==> config.mk <==
export PLATFORM = sky130hd
export DESIGN_NAME = phy_rf_wr_ctrl_flat
export DESIGN_NICKNAME = d
export VERILOG_FILES = /design/src/rtl/phy_rf_pkg.sv /design/src/rtl/phy_rf_wr_ctrl_if.sv /design/src/rtl/phy_rf_cmd_fifo.sv /design/src/rtl/phy_rf_wr_ctrl.sv /design/src/flat_wrapper.sv
export SDC_FILE = /design/constraint.sdc
export NUM_CORES = 1
export LEC_CHECK = 0
export ABC_AREA = 1
export BUFFER_PORTS_ARGS = -buffer_cell sky130_fd_sc_hd__buf_4
export CAP_MARGIN = 10
export CELL_PAD_IN_SITES_DETAIL_PLACEMENT = 1
export CELL_PAD_IN_SITES_GLOBAL_PLACEMENT = 1
export CORE_ASPECT_RATIO = 0.6
export CORE_MARGIN = 2
export CORE_UTILIZATION = 33
export CTS_CLUSTER_SIZE = 10
export DETAILED_ROUTE_END_ITERATION = 10
export GPL_TIMING_DRIVEN = 0
export MAX_ROUTING_LAYER = met4
export PLACE_DENSITY_LB_ADDON = 0.1
export SYNTH_ARGS = -nofsm -noshare
export SYNTH_HDL_FRONTEND = slang
export SYNTH_SLANG_ARGS = --single-unit
==> constraint.sdc <==
create_clock -name clk -period 2.3 [get_ports clk]
set_input_delay 0.115 -clock clk [delete_from_list [all_inputs] [get_ports clk]]
set_output_delay 0.115 -clock clk [all_outputs]
set_load 0.1 [all_outputs]
==> src/rtl/phy_rf_pkg.sv <==
`default_nettype none
// ============================================================================
//  phy_rf_pkg : shared constants and types for the 100BASE-T1 regfile writer
//  rev 1.0
// ============================================================================
package phy_rf_pkg;

  localparam logic RF_SEL_TOP = 1'b0;
  localparam logic RF_SEL_PCS = 1'b1;

  localparam int NUM_REGS  = 6;
  localparam int FIELD_W   = 13;
  localparam int OFF_F1    = 0;
  localparam int OFF_F7_4  = 1;
  localparam int OFF_F15_8 = 5;
  localparam int CMD_W     = 20;

  localparam logic [1:0] RSP_OK     = 2'b00;
  localparam logic [1:0] RSP_VFAIL  = 2'b01;
  localparam logic [1:0] RSP_BADIDX = 2'b10;

  typedef enum logic [2:0] {
    ST_IDLE  = 3'd0,
    ST_WRITE = 3'd1,
    ST_WAIT  = 3'd2,
    ST_CHECK = 3'd3,
    ST_RESP  = 3'd4
  } state_t;

  typedef struct packed {
    logic        sel;
    logic [2:0]  idx;
    logic [15:0] data;
  } cmd_t;

  // Regfile slot layout is {15_8, 7_4, 1}; unstored bits are dropped here.
  function automatic logic [FIELD_W-1:0] pack_fields(input logic [15:0] d);
    logic [FIELD_W-1:0] r;
    r                     = '0;
    r[OFF_F1]             = d[1];
    r[OFF_F7_4 +: 4]      = d[7:4];
    r[OFF_F15_8 +: 8]     = d[15:8];
    return r;
  endfunction

  function automatic logic idx_legal(input logic [2:0] idx);
    return (idx >= 3'd1) && (idx <= 3'd6);
  endfunction

endpackage
`default_nettype wire

==> src/rtl/phy_rf_wr_ctrl_if.sv <==
`default_nettype none
// ============================================================================
//  phy_rf_wr_ctrl_if : command/response and regfile write bus of the writer
//  rev 1.0
// ============================================================================
interface phy_rf_wr_ctrl_if;
  import phy_rf_pkg::*;

  logic                           cmd_valid;
  logic                           cmd_ready;
  logic                           cmd_sel;
  logic [2:0]                     cmd_idx;
  logic [15:0]                    cmd_data;
  logic                           rsp_valid;
  logic                           rsp_ready;
  logic [1:0]                     rsp_status;
  logic [2:0]                     rsp_tries;
  logic [7:0]                     wr_f15_8;
  logic [3:0]                     wr_f7_4;
  logic                           wr_f1;
  logic [NUM_REGS-1:0]            top_rf_we;
  logic [NUM_REGS-1:0]            pcs_rf_we;
  logic [NUM_REGS*FIELD_W-1:0]    top_rf_rdata;
  logic [NUM_REGS*FIELD_W-1:0]    pcs_rf_rdata;
  logic [7:0]                     err_cnt;

  modport slave (
    input  cmd_valid, cmd_sel, cmd_idx, cmd_data, rsp_ready, top_rf_rdata, pcs_rf_rdata,
    output cmd_ready, rsp_valid, rsp_status, rsp_tries, wr_f15_8, wr_f7_4, wr_f1,
           top_rf_we, pcs_rf_we, err_cnt
  );

  modport master (
    output cmd_valid, cmd_sel, cmd_idx, cmd_data, rsp_ready, top_rf_rdata, pcs_rf_rdata,
    input  cmd_ready, rsp_valid, rsp_status, rsp_tries, wr_f15_8, wr_f7_4, wr_f1,
           top_rf_we, pcs_rf_we, err_cnt
  );

endinterface
`default_nettype wire

==> src/rtl/phy_rf_cmd_fifo.sv <==
`default_nettype none
// ============================================================================
//  phy_rf_cmd_fifo : synchronous command FIFO with registered ready
//  rev 1.0
// ============================================================================
module phy_rf_cmd_fifo
  import phy_rf_pkg::*;
#(
  parameter int DEPTH = 4,
  parameter int WIDTH = CMD_W
) (
  input  logic             clk,
  input  logic             rst,
  input  logic             i_push,
  input  logic [WIDTH-1:0] i_wdata,
  output logic             o_ready,
  input  logic             i_pop,
  output logic [WIDTH-1:0] o_rdata,
  output logic             o_empty
);

  localparam int AW = $clog2(DEPTH);

  logic [WIDTH-1:0] r_mem [DEPTH];
  logic [AW:0]      r_wr_ptr;
  logic [AW:0]      r_rd_ptr;
  logic [AW:0]      w_wr_nxt;
  logic [AW:0]      w_rd_nxt;
  logic             r_ready;
  logic             w_push;
  logic             w_pop;
  logic             w_full_nxt;

  assign w_push   = i_push & r_ready;
  assign o_empty  = (r_wr_ptr == r_rd_ptr);
  assign w_pop    = i_pop & ~o_empty;
  assign w_wr_nxt = r_wr_ptr + {{AW{1'b0}}, w_push};
  assign w_rd_nxt = r_rd_ptr + {{AW{1'b0}}, w_pop};

  // Full when the wrap bits differ but the slot addresses coincide.
  assign w_full_nxt = (w_wr_nxt[AW] != w_rd_nxt[AW]) &&
                      (w_wr_nxt[AW-1:0] == w_rd_nxt[AW-1:0]);

  always_ff @(posedge clk or posedge rst) begin
    if (rst) begin
      r_wr_ptr <= '0;
      r_rd_ptr <= '0;
      r_ready  <= 1'b1;
    end else begin
      r_wr_ptr <= w_wr_nxt;
      r_rd_ptr <= w_rd_nxt;
      r_ready  <= ~w_full_nxt;
    end
  end

  always_ff @(posedge clk) begin
    if (w_push) begin
      r_mem[r_wr_ptr[AW-1:0]] <= i_wdata;
    end
  end

  assign o_rdata = r_mem[r_rd_ptr[AW-1:0]];
  assign o_ready = r_ready;

endmodule
`default_nettype wire

==> src/rtl/phy_rf_wr_ctrl.sv <==
`default_nettype none
// ============================================================================
//  phy_rf_wr_ctrl : queued TOP/PCS regfile writer with read-back verify/retry
//  rev 1.0
// ============================================================================
module phy_rf_wr_ctrl
  import phy_rf_pkg::*;
#(
  parameter int FIFO_DEPTH = 4,
  parameter int VERIFY_DLY = 2,
  parameter int MAX_RETRY  = 2
) (
  input  logic                clk,
  input  logic                rst,
  phy_rf_wr_ctrl_if.slave     bus
);

  localparam int WCW = (VERIFY_DLY > 1) ? $clog2(VERIFY_DLY) : 1;

  state_t                r_state;
  state_t                w_state_nxt;
  cmd_t                  r_cmd;
  cmd_t                  w_fifo_cmd;
  logic [CMD_W-1:0]      w_fifo_rdata;
  logic                  w_fifo_empty;
  logic                  w_fifo_ready;
  logic                  w_pop;
  logic                  w_match;
  logic                  w_wait_done;
  logic [3:0]            r_tries;
  logic [WCW-1:0]        r_wait_cnt;
  logic [1:0]            r_status;
  logic [NUM_REGS-1:0]   r_we_top;
  logic [NUM_REGS-1:0]   r_we_pcs;
  logic [NUM_REGS-1:0]   w_we_top_nxt;
  logic [NUM_REGS-1:0]   w_we_pcs_nxt;
  logic [NUM_REGS-1:0]   w_strobe;
  logic [FIELD_W-1:0]    w_rd_slice;
  logic [7:0]            r_f15_8;
  logic [3:0]            r_f7_4;
  logic                  r_f1;
  logic [7:0]            r_err_cnt;

  phy_rf_cmd_fifo #(
    .DEPTH (FIFO_DEPTH),
    .WIDTH (CMD_W)
  ) u_fifo (
    .clk     (clk),
    .rst     (rst),
    .i_push  (bus.cmd_valid),
    .i_wdata ({bus.cmd_sel, bus.cmd_idx, bus.cmd_data}),
    .o_ready (w_fifo_ready),
    .i_pop   (w_pop),
    .o_rdata (w_fifo_rdata),
    .o_empty (w_fifo_empty)
  );

  assign w_fifo_cmd  = cmd_t'(w_fifo_rdata);
  assign w_wait_done = (r_wait_cnt == WCW'(VERIFY_DLY - 1));

  always_comb begin
    w_strobe   = '0;
    w_rd_slice = '0;
    for (int n = 0; n < NUM_REGS; n++) begin
      if (r_cmd.idx == 3'(n + 1)) begin
        w_strobe[n] = 1'b1;
        w_rd_slice  = (r_cmd.sel == RF_SEL_PCS) ? bus.pcs_rf_rdata[n*FIELD_W +: FIELD_W]
                                                : bus.top_rf_rdata[n*FIELD_W +: FIELD_W];
      end
    end
  end

  assign w_match = (w_rd_slice == pack_fields(r_cmd.data));

  always_ff @(posedge clk or posedge rst) begin
    if (rst) begin
      r_state <= ST_IDLE;
    end else begin
      r_state <= w_state_nxt;
    end
  end

  always_comb begin
    w_state_nxt = r_state;
    case (r_state)
      ST_IDLE: begin
        if (!w_fifo_empty) begin
          w_state_nxt = idx_legal(w_fifo_cmd.idx) ? ST_WRITE : ST_RESP;
        end
      end
      ST_WRITE: w_state_nxt = ST_WAIT;
      ST_WAIT:  w_state_nxt = w_wait_done ? ST_CHECK : ST_WAIT;
      ST_CHECK: begin
        if (w_match) begin
          w_state_nxt = ST_RESP;
        end else if (r_tries <= 4'(MAX_RETRY)) begin
          w_state_nxt = ST_WRITE;
        end else begin
          w_state_nxt = ST_RESP;
        end
      end
      ST_RESP:  w_state_nxt = bus.rsp_ready ? ST_IDLE : ST_RESP;
      default:  w_state_nxt = ST_IDLE;
    endcase
  end

  always_comb begin
    w_pop        = 1'b0;
    w_we_top_nxt = '0;
    w_we_pcs_nxt = '0;
    case (r_state)
      ST_IDLE:  w_pop = ~w_fifo_empty;
      ST_WRITE: begin
        if (r_cmd.sel == RF_SEL_PCS) begin
          w_we_pcs_nxt = w_strobe;
        end else begin
          w_we_top_nxt = w_strobe;
        end
      end
      default: ;
    endcase
  end

  // Strobe and field data are registered, so the strobe lands one cycle after WRITE.
  always_ff @(posedge clk or posedge rst) begin
    if (rst) begin
      r_cmd      <= '0;
      r_tries    <= '0;
      r_wait_cnt <= '0;
      r_status   <= RSP_OK;
      r_we_top   <= '0;
      r_we_pcs   <= '0;
      r_f15_8    <= '0;
      r_f7_4     <= '0;
      r_f1       <= 1'b0;
      r_err_cnt  <= '0;
    end else begin
      r_we_top <= w_we_top_nxt;
      r_we_pcs <= w_we_pcs_nxt;
      case (r_state)
        ST_IDLE: begin
          if (w_pop) begin
            r_cmd    <= w_fifo_cmd;
            r_tries  <= '0;
            r_status <= idx_legal(w_fifo_cmd.idx) ? RSP_OK : RSP_BADIDX;
          end
        end
        ST_WRITE: begin
          r_tries    <= r_tries + 4'd1;
          r_wait_cnt <= '0;
          r_f15_8    <= r_cmd.data[15:8];
          r_f7_4     <= r_cmd.data[7:4];
          r_f1       <= r_cmd.data[1];
        end
        ST_WAIT:  r_wait_cnt <= r_wait_cnt + WCW'(1);
        ST_CHECK: begin
          if (!w_match && (r_tries > 4'(MAX_RETRY))) begin
            r_status <= RSP_VFAIL;
          end
        end
        ST_RESP: begin
          if (bus.rsp_ready && (r_status != RSP_OK) && (r_err_cnt != 8'hFF)) begin
            r_err_cnt <= r_err_cnt + 8'd1;
          end
        end
        default: ;
      endcase
    end
  end

  assign bus.cmd_ready  = w_fifo_ready;
  assign bus.rsp_valid  = (r_state == ST_RESP);
  assign bus.rsp_status = r_status;
  // With MAX_RETRY=7 the attempt count reaches 8; report it clipped to the 3-bit field.
  assign bus.rsp_tries  = (r_tries > 4'd7) ? 3'd7 : r_tries[2:0];
  assign bus.wr_f15_8   = r_f15_8;
  assign bus.wr_f7_4    = r_f7_4;
  assign bus.wr_f1      = r_f1;
  assign bus.top_rf_we  = r_we_top;
  assign bus.pcs_rf_we  = r_we_pcs;
  assign bus.err_cnt    = r_err_cnt;

endmodule
`default_nettype wire

==> src/flat_wrapper.sv <==
// flat-port wrapper written by rule: the top's interface ports become plain ports
module phy_rf_wr_ctrl_flat import phy_rf_pkg::*;
#(
  parameter int FIFO_DEPTH = 4,
  parameter int VERIFY_DLY = 2,
  parameter int MAX_RETRY  = 2
)
  (clk, rst, bus_cmd_valid, bus_cmd_sel, bus_cmd_idx, bus_cmd_data, bus_rsp_ready, bus_top_rf_rdata, bus_pcs_rf_rdata, bus_cmd_ready, bus_rsp_valid, bus_rsp_status, bus_rsp_tries, bus_wr_f15_8, bus_wr_f7_4, bus_wr_f1, bus_top_rf_we, bus_pcs_rf_we, bus_err_cnt);
  phy_rf_wr_ctrl_if bus_i ();
  input  logic clk;
  input  logic rst;
  input wire logic [$bits(bus_i.cmd_valid)-1:0] bus_cmd_valid;
  input wire logic [$bits(bus_i.cmd_sel)-1:0] bus_cmd_sel;
  input wire logic [$bits(bus_i.cmd_idx)-1:0] bus_cmd_idx;
  input wire logic [$bits(bus_i.cmd_data)-1:0] bus_cmd_data;
  input wire logic [$bits(bus_i.rsp_ready)-1:0] bus_rsp_ready;
  input wire logic [$bits(bus_i.top_rf_rdata)-1:0] bus_top_rf_rdata;
  input wire logic [$bits(bus_i.pcs_rf_rdata)-1:0] bus_pcs_rf_rdata;
  output wire logic [$bits(bus_i.cmd_ready)-1:0] bus_cmd_ready;
  output wire logic [$bits(bus_i.rsp_valid)-1:0] bus_rsp_valid;
  output wire logic [$bits(bus_i.rsp_status)-1:0] bus_rsp_status;
  output wire logic [$bits(bus_i.rsp_tries)-1:0] bus_rsp_tries;
  output wire logic [$bits(bus_i.wr_f15_8)-1:0] bus_wr_f15_8;
  output wire logic [$bits(bus_i.wr_f7_4)-1:0] bus_wr_f7_4;
  output wire logic [$bits(bus_i.wr_f1)-1:0] bus_wr_f1;
  output wire logic [$bits(bus_i.top_rf_we)-1:0] bus_top_rf_we;
  output wire logic [$bits(bus_i.pcs_rf_we)-1:0] bus_pcs_rf_we;
  output wire logic [$bits(bus_i.err_cnt)-1:0] bus_err_cnt;
  assign bus_i.cmd_valid = bus_cmd_valid;
  assign bus_i.cmd_sel = bus_cmd_sel;
  assign bus_i.cmd_idx = bus_cmd_idx;
  assign bus_i.cmd_data = bus_cmd_data;
  assign bus_i.rsp_ready = bus_rsp_ready;
  assign bus_i.top_rf_rdata = bus_top_rf_rdata;
  assign bus_i.pcs_rf_rdata = bus_pcs_rf_rdata;
  assign bus_cmd_ready = bus_i.cmd_ready;
  assign bus_rsp_valid = bus_i.rsp_valid;
  assign bus_rsp_status = bus_i.rsp_status;
  assign bus_rsp_tries = bus_i.rsp_tries;
  assign bus_wr_f15_8 = bus_i.wr_f15_8;
  assign bus_wr_f7_4 = bus_i.wr_f7_4;
  assign bus_wr_f1 = bus_i.wr_f1;
  assign bus_top_rf_we = bus_i.top_rf_we;
  assign bus_pcs_rf_we = bus_i.pcs_rf_we;
  assign bus_err_cnt = bus_i.err_cnt;
  phy_rf_wr_ctrl #(.FIFO_DEPTH(FIFO_DEPTH), .VERIFY_DLY(VERIFY_DLY), .MAX_RETRY(MAX_RETRY)) u_core (.clk(clk), .rst(rst), .bus(bus_i));
endmodule
==> impl_metrics.yaml <==
power_and_ir_drop:
  p_switching_mw: 7.20
  p_comb_frac: 0.562
  p_int_mw: 7.78
  pwr-share-seq: 0.245
  power.share.switching: 0.481
  power-per-cell-area_mw_per_mm2: 1430
  power_mw: 15.0
  clkPwrFrac: 0.193
  p_leak_nw: 5.04
  max-vdd-ir-drop_mv: 1.29
sta:
  slew_headroom: 0.352
  tightest_slew_ns: 0.967
  drv_slew: 0
  grt_setup_unrepaired: "true"
  worst_slack_ns: -0.0678
  fin_crit_ns: 2.37
  clock.fmax_mhz: 422
  finalCritPeriodShare: 1.03
  finalHoldViolCount: 0
  finalSetupViolCount: 4
  fin_skew_ns: 0.0107
run_status:
  violations: "negative setup slack"
  status: "complete, but fails checks"
synthesis:
  synth_largest_area_cell: "edfxtp_1"
  synth-seq-cells: 135
  synth_top_cell_area_share: 0.288
  synthAdderAreaFrac: 0.0124
  syn-num-nets: 1081
  synthCells: 894
  syn_area_per_cell_um2: 7.92
  yosys.area_share.xor_xnor: 0.0198
  ys.warnings.count: 0
  ys_types: 28
  synthTopCellsByArea: "edfxtp_1 29%, dfrtp_1 23%, nand2_1 13%"
  synth_compound_area_frac: 0.112
  yosysSeqAreaShare: 0.525
  synth_top_family_by_area: "simple AND/OR/NAND/NOR gates"
  synth-simple-area-share: 0.262
  syn_area_mm2: 0.00708
  post_synth_mux_area_share: 0
floorplanning:
  dieArea_mm2: 0.0227
  fp-row-count: 41
  core_area_mm2: 0.0210
  die_w_um: 193
  initial_core_util: 0.337
  die_h_um: 117
  ios: 220
global_route:
  top_usage_layer: "met1"
  grt_max_degree: 68
  grt_antenna_before_repair: 0
  grt_pass1_wl_um: 40600
  overflow: 0
  grt_use_met1: 0.358
  grt_pass1_vias: 7375
  track_usage: 0.244
  met3_usage: 0.0483
  met2_usage: 0.344
clock_network:
  htree_num_levels: 4
  clock_latency_ns: 0.43
  cts_buffers: 17
  root_buffer: "clkbuf_16"
  cts_tree: "built"
  clockBufferDepth: 2
  clk_pin_slew_ns: 0.06
  cts.sinks: 135
setup_path:
  required_ns: 2.66
  crit_buf_inv: 5
  cp_max_fo: 5
  critPathSlowestCell: "dfrtp_2"
  crit_family: "simple AND/OR/NAND/NOR gates"
  max_stage_delay_ns: 0.44
  critPathKind: "reg -> reg"
  path_cells: "inv_4 -> nor2_4 -> inv_2 -> nor2_4 -> buf_4 -> inv_1 -> nor2_1 -> inv_1 -> nor2_1 -> nor2_1 -> nand3_1 -> nand2_1 -> nand3_1 -> nand2_1 -> nor2_2 -> nand2_2 -> nand2_2 -> nand2_2 -> a21oi_2"
  cp-start-kind: "register"
  cp.arrival_ns: 2.73
  end_kind: "register"
route:
  via_per_inst: 4.88
  remaining_drc_errors: 0
  drtIter0Drc: 381
  wirelength_um: 26600
  route.antenna.remaining_nets: 0
  num_vias: 7137
  drt_pass1_iterations: 7
  wire_per_inst_um: 18.2
final_layout:
  synthToLayoutAreaGrowth_pct: 48.2
  final_cell_mix: "236 x buf_4, 220 x nand2_1, 155 x nor2_1, 94 x o21ai_0, 71 x inv_1"
  diodes: 0
  fillers: 2557
  final_common_cell: "buf_4"
  fin_nets: 1357
  final_cells: 1462
  layout-drive-gt1-share: 0.315
placement:
  gp_congestion: 0.895
  hpwl_um: 19800
  placed_cells: 1393
  io_buffers: 216
job:
  max_cap_viol_count: 0
min_path:
  hold_class: "in -> reg"
==> cell usage after synthesis <==
cell and instances:
nand2_1 244, nor2_1 163, o21ai_0 102, inv_1 77, edfxtp_1 68, dfrtp_1 66
nand3_1 42, clkbuf_1 26, o22ai_1 17, buf_2 14, nor3_1 13, o22a_1 13
xor2_1 9, a21oi_1 7, ha_1 7, xnor2_1 7, inv_2 5, nor2_2 2
nor2_4 2, o21ai_1 2, a22o_1 1, a32oi_1 1, buf_1 1, buf_4 1
dfstp_2 1, nand2_2 1, nand4_1 1, nor4_1 1
==> power by group through the flow <==
stage	clock, mW	sequential, mW	combinational [mW]
floorplan	0	4.68	3.85
global placement	0	3.66	7.04
detailed placement	0	3.67	7.27
CTS	2.93	3.65	7.94
global route	3.03	3.73	9.28
finish	2.90	3.67	8.42
==> cell families (layout without fill, tap and decap cells) <==
kind of cell    count (synthesis)  in the layout
compound gates                143            143
xor+xnor                       16             16
fa+ha+maj                       7              7
buf+inv                       124            413
flops                         135            135
simple gates                  469            469
==> state kept, by name, indices dropped and copies added, names as in the netlist, 3 cells and up <==
| name | cells |
|---|---|
| u_core.bus.top_rf_we | 6 |
| u_core.bus.wr_f7_4 | 4 |
| u_core.u_fifo.r_rd_ptr | 3 |
| u_core.u_fifo.r_mem | 68 |
| u_core.u_fifo.r_wr_ptr | 3 |
| u_core.bus.err_cnt | 8 |
| u_core.bus.pcs_rf_we | 6 |
| u_core.bus.wr_f15_8 | 8 |
| u_core.r_cmd | 17 |
| u_core.r_state | 3 |
| u_core.r_tries | 4 |
==> worst min-delay path, cell delays in order <==
cell and delay (ns):
buf_4 0.09, o21ai_0 0.08, inv_1 0.07, a21oi_2 0.05
==> area by class of cell <==
class	count	area, µm²	area share
Sequential cell	135	3720	0.355
Multi-Input combinational cell	635	3100	0.295
Timing Repair Buffer	258	2020	0.192
Clock buffer	20	437	0.0416
Buffer	41	358	0.0341
Tap cell	279	349	0.0333
Inverter	82	333	0.0317
Clock inverter	12	176	0.0168
==> layer usage <==
layer,routed length (µm),vias up
met3,1280,27
met2,11500,173
met1,13400,3484
li1,-,3453
met5,0,-
met4,395,0
==> through the flow <==
step           area [µm²]  hold WS (ns)   util  setup TNS (ns)  setup slack, ns
2_1_floorplan        7090         0.214      -          -26.59           -0.389
3_3_place_gp         9060         0.319  0.431         -102.22            -1.16
3_5_place_dp         9130         0.321  0.434           -6.26           -0.924
4_1_cts             10200       0.00883  0.487         -0.0984          -0.0485
5_1_grt             10500        0.0417  0.499          -0.955           -0.239
6_report            10500        0.0152  0.499          -0.145          -0.0678
==> final timing paths <==
check,start,to,slack (ns),cells past startpoint
worst max-delay path,u_core.r_cmd[18]$_DFFE_PP0P_,u_core.r_state[2]$_DFFE_PP0P_,-0.07,19
worst min-delay path,bus_rsp_ready,u_core.r_state[2]$_DFFE_PP0P_,0.02,4
worst max register to register,u_core.r_cmd[18]$_DFFE_PP0P_,u_core.r_state[2]$_DFFE_PP0P_,-0.07,19
worst min register to register,u_core.bus.err_cnt[3]$_DFFE_PP0P_,u_core.bus.err_cnt[3]$_DFFE_PP0P_,0.50,1
max in group asynchronous,rst,u_core.r_cmd[18]$_DFFE_PP0P_,1.24,3
min in group asynchronous,rst,u_core.bus.pcs_rf_we[0]$_DFF_PP0_,0.44,3
==> what timing repair did <==
item / 4_1_cts / 5_1_grt
endpoints found under the setup margin: 24 / 16
pin swaps: 7 / 21
endpoints found under the hold margin: 134 / 0
hold buffers: 18 / 0
resized for setup: 87 / 76
buffers inserted: 9 / 10
gates cloned: 2 / 0
(Power assumes the default switching activity.)
